[config.mk]
export PLATFORM = sky130hd
export DESIGN_NAME = ascon_block_sequencer
export DESIGN_NICKNAME = d
export VERILOG_FILES = /design/src/rtl/ascon_block_sequencer.sv
export SDC_FILE = /design/constraint.sdc
export NUM_CORES = 1
export LEC_CHECK = 0
export ABC_AREA = 1
export CAP_MARGIN = 25
export CORE_MARGIN = 2
export CORE_UTILIZATION = 54
export CTS_BUF_LIST = sky130_fd_sc_hd__clkbuf_4 sky130_fd_sc_hd__clkbuf_8
export CTS_CLUSTER_SIZE = 20
export DETAILED_ROUTE_END_ITERATION = 10
export PLACE_DENSITY = 0.82
export SLEW_MARGIN = 20
export SYNTH_ARGS = -nofsm -noshare
export SYNTH_HDL_FRONTEND = slang
export SYNTH_SLANG_ARGS = --single-unit
[constraint.sdc]
create_clock -name clk_i -period 4.2 [get_ports clk_i]
set_input_delay 1.26 -clock clk_i [delete_from_list [all_inputs] [get_ports clk_i]]
set_output_delay 1.26 -clock clk_i [all_outputs]
set_load 0.03 [all_outputs]
[src/rtl/ascon_block_sequencer.sv]
// Ascon-AEAD128 block sequencer: turns latched AD/DI byte counts into one
// descriptor per rate block (phase, index, byte count, pad index, last).
// Optional macro ASCON_SEQ_BYTE_MASK_EN adds a per-byte valid mask output.
module ascon_block_sequencer #(
  parameter int unsigned SIZE_WIDTH = 16,
  parameter int unsigned RATE_BYTES = 16,
  localparam int unsigned PAD_AW   = $clog2(RATE_BYTES),
  localparam int unsigned BLOCK_AW = SIZE_WIDTH - PAD_AW
) (
  input  logic                  clk_i,
  input  logic                  rst_i,
  input  logic                  start_i,
  input  logic [SIZE_WIDTH-1:0] ad_size_i,
  input  logic [SIZE_WIDTH-1:0] di_size_i,
  output logic                  busy_o,
  output logic                  blk_valid_o,
  input  logic                  blk_ready_i,
  output logic                  blk_phase_o,
  output logic [BLOCK_AW:0]     blk_idx_o,
  output logic [PAD_AW:0]       blk_bytes_o,
  output logic [PAD_AW-1:0]     blk_pad_idx_o,
  output logic                  blk_last_o,
  output logic                  done_o
`ifdef ASCON_SEQ_BYTE_MASK_EN
  ,
  output logic [RATE_BYTES-1:0] blk_mask_o
`endif
);

  typedef enum logic [1:0] {
    ST_IDLE = 2'd0,
    ST_AD   = 2'd1,
    ST_DI   = 2'd2,
    ST_DONE = 2'd3
  } state_e;

  state_e                state_q, state_d;
  logic [SIZE_WIDTH-1:0] ad_size_q, ad_size_d;
  logic [SIZE_WIDTH-1:0] di_size_q, di_size_d;
  logic [BLOCK_AW:0]     idx_d;

  logic                  busy_d;
  logic                  valid_d;
  logic                  phase_d;
  logic [BLOCK_AW:0]     blk_idx_d;
  logic [PAD_AW:0]       bytes_d;
  logic [PAD_AW-1:0]     pad_idx_d;
  logic                  last_d;
  logic                  done_d;

  logic [SIZE_WIDTH-1:0] cur_size;
  logic [BLOCK_AW-1:0]   full_blks;
  logic [PAD_AW-1:0]     tail_bytes;

  // Next state, then the descriptor for the block the next state will present
  always_comb begin
    state_d   = state_q;
    ad_size_d = ad_size_q;
    di_size_d = di_size_q;
    idx_d     = blk_idx_o;

    case (state_q)
      ST_IDLE: begin
        if (start_i) begin
          ad_size_d = ad_size_i;
          di_size_d = di_size_i;
          idx_d     = '0;
          state_d   = (ad_size_i != '0) ? ST_AD : ST_DI;
        end
      end
      ST_AD, ST_DI: begin
        if (blk_valid_o && blk_ready_i) begin
          if (!blk_last_o) begin
            idx_d = blk_idx_o + (BLOCK_AW+1)'(1);
          end else if (state_q == ST_AD) begin
            idx_d   = '0;
            state_d = ST_DI;
          end else begin
            state_d = ST_DONE;
          end
        end
      end
      default: state_d = ST_IDLE;
    endcase

    cur_size   = (state_d == ST_DI) ? di_size_d : ad_size_d;
    full_blks  = cur_size[SIZE_WIDTH-1:PAD_AW];
    tail_bytes = cur_size[PAD_AW-1:0];

    valid_d   = (state_d == ST_AD) || (state_d == ST_DI);
    phase_d   = (state_d == ST_DI);
    blk_idx_d = valid_d ? idx_d : '0;
    last_d    = valid_d && (idx_d == {1'b0, full_blks});
    bytes_d   = '0;
    pad_idx_d = '0;
    if (last_d) begin
      bytes_d   = {1'b0, tail_bytes};
      pad_idx_d = tail_bytes;
    end else if (valid_d) begin
      bytes_d   = (PAD_AW+1)'(RATE_BYTES);
    end

    busy_d = (state_d != ST_IDLE);
    done_d = (state_q == ST_DONE);
  end

`ifdef ASCON_SEQ_BYTE_MASK_EN
  logic [RATE_BYTES-1:0] mask_d;

  // Byte i is live when it lies below the block's byte count
  always_comb begin
    mask_d = '0;
    for (int unsigned i = 0; i < RATE_BYTES; i++) begin
      mask_d[i] = ((PAD_AW+1)'(i) < bytes_d);
    end
  end

  // Mask register tracks the descriptor registers
  always_ff @(posedge clk_i) begin
    if (rst_i) begin
      blk_mask_o <= '0;
    end else begin
      blk_mask_o <= mask_d;
    end
  end
`endif

  // State, latched sizes and registered descriptor outputs
  always_ff @(posedge clk_i) begin
    if (rst_i) begin
      state_q       <= ST_IDLE;
      ad_size_q     <= '0;
      di_size_q     <= '0;
      busy_o        <= 1'b0;
      blk_valid_o   <= 1'b0;
      blk_phase_o   <= 1'b0;
      blk_idx_o     <= '0;
      blk_bytes_o   <= '0;
      blk_pad_idx_o <= '0;
      blk_last_o    <= 1'b0;
      done_o        <= 1'b0;
    end else begin
      state_q       <= state_d;
      ad_size_q     <= ad_size_d;
      di_size_q     <= di_size_d;
      busy_o        <= busy_d;
      blk_valid_o   <= valid_d;
      blk_phase_o   <= phase_d;
      blk_idx_o     <= blk_idx_d;
      blk_bytes_o   <= bytes_d;
      blk_pad_idx_o <= pad_idx_d;
      blk_last_o    <= last_d;
      done_o        <= done_d;
    end
  end

endmodule

=== Word level (Yosys, flattened, before mapping) ===
Index checks and enable logic that the tools add are counted.

* $add $sub $neg: 1
* Equality and inequality tests: 6
* Multiplexer cells: 18
* Bitwise gates (word level): 2
* Reduce and logical (&&, ||, !) cells: 10

{| class="wikitable"
|+ Operators by type and width
! operator !! number
|-
| 2-to-1 mux 16 bit || 5
|-
| 2-to-1 mux 13 bit || 4
|-
| one-hot mux 13 bit (2 select lines) || 1
|-
| nonzero test 16 bit || 1
|-
| adder 13 x 1 -> 13 bit (second input constant) || 1
|-
| == test 13 x 12 -> 1 bit || 1
|-
| 2-to-1 mux 2 bit || 4
|-
| OR reduction 2 bit || 4
|-
| == test 2 bit (second input constant) || 3
|-
| 2-to-1 mux 5 bit || 1
|-
| == test 2 x 1 -> 1 bit (second input constant) || 2
|-
| 2-to-1 mux 4 bit || 1
|-
| one-hot mux 2 bit (2 select lines) || 1
|-
| logical AND 1 bit || 2
|-
| zero test 2 bit || 1
|-
| NOT 1 bit || 2
|-
| nonzero test 2 bit || 1
|-
| logical OR 1 bit || 1
|-
| 2-to-1 mux 1 bit || 1
|}

* Output and inout port bits: 27
* Input port bits: 36
* Flip-flop bits (word level): 61

=== Logic depth before layout (Yosys ltp) ===
* Word-level depth: 11
* Mapped depth: 23
* Gate-level depth less buffers: 22

=== Worst setup path after synthesis ===
OpenSTA, ideal clock, no wires.

* Kind: in2reg
* Start point: input blk_ready_i
* End point: register blk_bytes_o[0]
* Buffers on the path: 2
* Setup slack: 0.762 ns
* Arrival: 3.373 ns
* Stages on the path: 21
* Cells stage by stage: nand2_2 inv_1 nand2_1 nand2_1 nand3_1 o221ai_1 nand2_1 ha_1 buf_2 inv_1 buf_2 nand2_1 o21ai_1 inv_1 nand2_1 nand3_1 nor2_1 nand2_1 nor2_2 nand3_2 nor2_1

* Cells in the longest elaborated chain, start to end: 8

{| class="wikitable"
|+ RTL lines
! what !! line !! source
|-
| start: declaration || 17 || <nowiki>input logic blk_ready_i,</nowiki>
|-
| logical AND 1 bit (*) || 72 || <nowiki>if (blk_valid_o && blk_ready_i) begin</nowiki>
|-
| 2-to-1 mux 2 bit (*) || 72 ||
|-
| one-hot mux 2 bit (2 select lines) (*) || 62 || <nowiki>case (state_q)</nowiki>
|-
| == test 2 bit (*) || - ||
|-
| named net phase_d || 44 || <nowiki>logic phase_d;</nowiki>
|-
| 2-to-1 mux 16 bit || 86 || <nowiki>cur_size = (state_d == ST_DI) ? di_size_d : ad_size_d;</nowiki>
|-
| == test 13 x 12 -> 1 bit || 93 || <nowiki>last_d = valid_d && (idx_d == {1'b0, full_blks});</nowiki>
|-
| logical AND 1 bit || 93 ||
|-
| 2-to-1 mux 4 bit (*) || 96 || <nowiki>if (last_d) begin</nowiki>
|-
| end signal: assignment || 150 || <nowiki>blk_bytes_o <= bytes_d;</nowiki>
|-
| end: declaration || 20 || <nowiki>output logic [PAD_AW:0] blk_bytes_o,</nowiki>
|}

Mark *: on every way through the listed nets, which the timed path passes. The rest lies on a longest branch.
A chain may end at the register's enable or synchronous reset.

=== Final worst setup path ===
* Start point: input ad_size_i[4]
* End point: register blk_bytes_o[1]

* Cells in the longest elaborated chain, start to end: 9

{| class="wikitable"
|+ RTL lines
! what !! line !! source
|-
| start: declaration || 13 || <nowiki>input logic [SIZE_WIDTH-1:0] ad_size_i,</nowiki>
|-
| nonzero test 16 bit (*) || 68 || <nowiki>state_d = (ad_size_i != '0) ? ST_AD : ST_DI;</nowiki>
|-
| 2-to-1 mux 2 bit (*) || 68 ||
|-
| 2-to-1 mux 2 bit (*) || 64 || <nowiki>if (start_i) begin</nowiki>
|-
| one-hot mux 2 bit (2 select lines) (*) || 62 ||
|-
| named net state_d[1] || 37 || <nowiki>state_e state_q, state_d;</nowiki>
|-
| == test 2 bit (*) || - ||
|-
| named net phase_d || 44 ||
|-
| 2-to-1 mux 16 bit || 86 ||
|-
| == test 13 x 12 -> 1 bit || 93 ||
|-
| logical AND 1 bit || 93 ||
|-
| 2-to-1 mux 4 bit (*) || 96 ||
|}

Marks and branches as above.

==> results_dict.tcl <==
set metrics [dict create \
    die_area_um2 6508 \
    synth_top_area_share_pct 35.95 \
    vias_per_cell 5.222 \
    ir_drop_mv 0.2770 \
    crit_path_frequent_cell "nor2_1" \
    drive_gt1_share_pct 7.679 \
    multi_input_area_um2 1709 \
    timing.fmax_ghz 0.2560 \
    detail_route.first_pass.iterations 5 \
    critPathTopFamily "simple AND/OR/NAND/NOR gates" \
    antenna_left 0 \
    max_cap_viol_count 0 \
    worst_pin_slew_ns 0.4335 \
    fin_crit_ns 3.907 \
    crit_path_top_delay_cell "clkdlybuf4s50_1" \
    coreArea_um2 5608 \
    worstSetupPathType "in2reg" \
    synth_top_area_cell "dfxtp_1" \
    drt_iter0_markers 179 \
    wl_per_cell_um 13.01 \
    numCtsBuffers 9 \
    fillers 492 \
    layout.nets 600 \
    start_util_pct 56.60 \
    skew_ns 0.005548 \
    rr_worst_depth 16 \
    hpwlAfterDp_um 6295 \
    antenna_cells 0 \
    synthArstFlopShare_pct 0 \
    path_depth 19 \
    cts_root_buffer "clkbuf_8" \
    yosys-top-cells-area "dfxtp_1, nand2_1, nand3_1" \
    min_path_cells 2 \
    seq_area_um2 1141 \
    clk_latency_ns 0.33 \
    synth.most_common_cell "nand2_1" \
    p_leak_nw 1.888 \
    clk_path_buf_depth 2 \
    slowest_delay_ns 0.49 \
    area_delta_synth_final_pct 25.90 \
    synth_edf_count 0 \
    synth-seq-cells 57 \
    drv_slew 0 \
    gp_congestion 0.9033 \
    rsz0062_at_grt "false" \
    maxSlewHeadroom_pct 71.10 \
    path_cells "clkdlybuf4s50_1 > nor2_1 > nand3_1 > nor3_1 > and3_1 > nor2_1 > nor2_1 > a22oi_1 > inv_1 > ha_1 > buf_4 > o21ai_0 > a21o_1 > nand2_1 > nor2_1 > inv_1 > nor2_2 > nand3_2 > nor2_1" \
    cts_tree "built" \
    status "finished, final reports clean" \
    io_pins 63 \
    holdCritPathClass "reg2reg" \
    antenna_found_initial 0 \
    synth_flop_cell "dfxtp_1" \
    netlist_area_um2 3174 \
    critPathArrivalTime_ns 4.18 \
    synth_commonest_cells "nand2_1, dfxtp_1, nor2_1, nand3_1, inv_1" \
    die_w_um 80.67 \
    grt_pass1_vias 2983 \
    ys_types 36 \
    grt_pass1_wl_um 13640 \
    grt_overflow 0 \
    postCtsHoldBufs 0 \
    ys_warn_count 0 \
    final_util_pct 71.26 \
    finalHoldViolCount 0 \
    postSynthCellCount 494 \
    groute.usage.overall_pct 27.43 \
    h-tree-depth 3 \
    timing.final.crit_share_pct 93.02 \
    finalSetupViolations 0 \
    grt_start_max_net_pins 38 \
    timing.critical_path.buf_inv 4 \
    total_power_mw 1.394 \
    worst-path-max-fanout 15 \
    cp-end-kind "flop" \
    powerDensity_nw_per_um2 348.9 \
    drc_errors 0 \
    syn_nets 536 \
    cts.sinks 57 \
    totalWireLength_um 8222 \
    routed-via-count 3300 \
    path_clk_slew_ns 0.06 \
    fp.dieH_um 80.67 \
    seq_area_frac_synth_pct 35.95 \
    synth.avg_cell_area_um2 6.426 \
    rows 27 \
    startpoint_type "input port" \
    cp.required_ns 4.47 \
    port_buffers 62 \
]
final timing paths:
path	startpoint	end	slack, ns
max	ad_size_i[4]	blk_bytes_o[1]$_SDFF_PP0_	0.29
min	di_size_q[13]$_SDFF_PP0_	di_size_q[13]$_SDFF_PP0_	0.47
max reg2reg	state_q[0]$_SDFF_PP0_	blk_bytes_o[1]$_SDFF_PP0_	1.21
min reg2reg	di_size_q[13]$_SDFF_PP0_	di_size_q[13]$_SDFF_PP0_	0.47
tightest hold or removal path, stage by stage, from the launching register on:
cell and delay [ns]:
dfxtp_1 0.30, nand2_1 0.07, a21oi_1 0.06
cell usage in the layout (no fill, tap or decap), types with 2 or more instances in the layout:
cell / Yosys / layout
nand2_1: 167 / 167
clkdlybuf4s50_1: 0 / 62
dfxtp_1: 57 / 57
nor2_1: 55 / 55
nand3_1: 49 / 49
inv_1: 48 / 47
a21oi_1: 30 / 30
o21ai_1: 12 / 12
mux2i_1: 10 / 10
clkbuf_8: 0 / 10
buf_4: 5 / 8
o21ai_0: 6 / 6
ha_1: 6 / 6
inv_2: 4 / 4
nand4_1: 4 / 4
nand2_2: 3 / 3
nor2_4: 2 / 2
nor3_1: 2 / 2
and3_1: 2 / 2
nand2_4: 2 / 2
clkinv_2: 1 / 2
or2_2: 2 / 2
o21ai_2: 2 / 2
clkinv_1: 2 / 2
nor2_2: 2 / 2
clkbuf_4: 0 / 2
layout make-up:
cell class,count,share of cell area [%]
clock buffer,12,3.820
clock inverter,1,0.1252
inverter,56,5.448
multi-input combinational,364,42.77
sequential,57,28.55
tap,72,2.254
timing repair buffer,70,17.03
logic make-up after synthesis:
group	share of synthesized area, %
and+or+nand+nor	39.18
buffers and inverters	10.21
DFF	35.95
AOI/OAI and AO/OA	9.145
muxes	3.153
adders and majority gates	2.365
state kept, by name (all words and copies together) (netlist names):
signal,count
done_o,1
blk_bytes_o,5
ad_size_q,16
blk_last_o,1
busy_o,1
di_size_q,16
blk_phase_o,1
blk_valid_o,1
state_q,2
blk_idx_o,13
power breakdown:
group | internal (mW) | switching [mW]
clock | 0.232 | 0.195
sequential | 0.577 | 0.0128
combinational | 0.146 | 0.232
stage by stage:
step / TNS [ns] / setup slack (ns) / hold slack (ns) / area, um^2 / std cells
2_1_floorplan: 0 / 0.7621 / 0.4462 / 3174 / 494
3_3_place_gp: 0 / 0.05545 / 0.4598 / 3827 / 618
3_5_place_dp: -0.2341 / -0.06844 / 0.4652 / 3827 / 618
4_1_cts: 0 / 0.2802 / 0.4743 / 3985 / 631
5_1_grt: 0 / 0.03202 / 0.4945 / 3996 / 632
6_report: 0 / 0.2931 / 0.4700 / 3996 / 632
what timing repair did:
action                     CTS  global route
resized for setup            0             1
buffers inserted             0             1
setup endpoints to repair    0             5
layer usage:
| layer | GRT usage (%) | wire length (um) | vias up |
|---|---|---|---|
| li1 | - | - | 1691 |
| met1 | 35.29 | 3651 | 1461 |
| met2 | 44.25 | 3899 | 123 |
| met3 | 4.719 | 442 | 25 |
| met4 | 13.56 | 228 | 0 |
| met5 | 0 | 0 | - |
(Power assumes the default switching activity.)
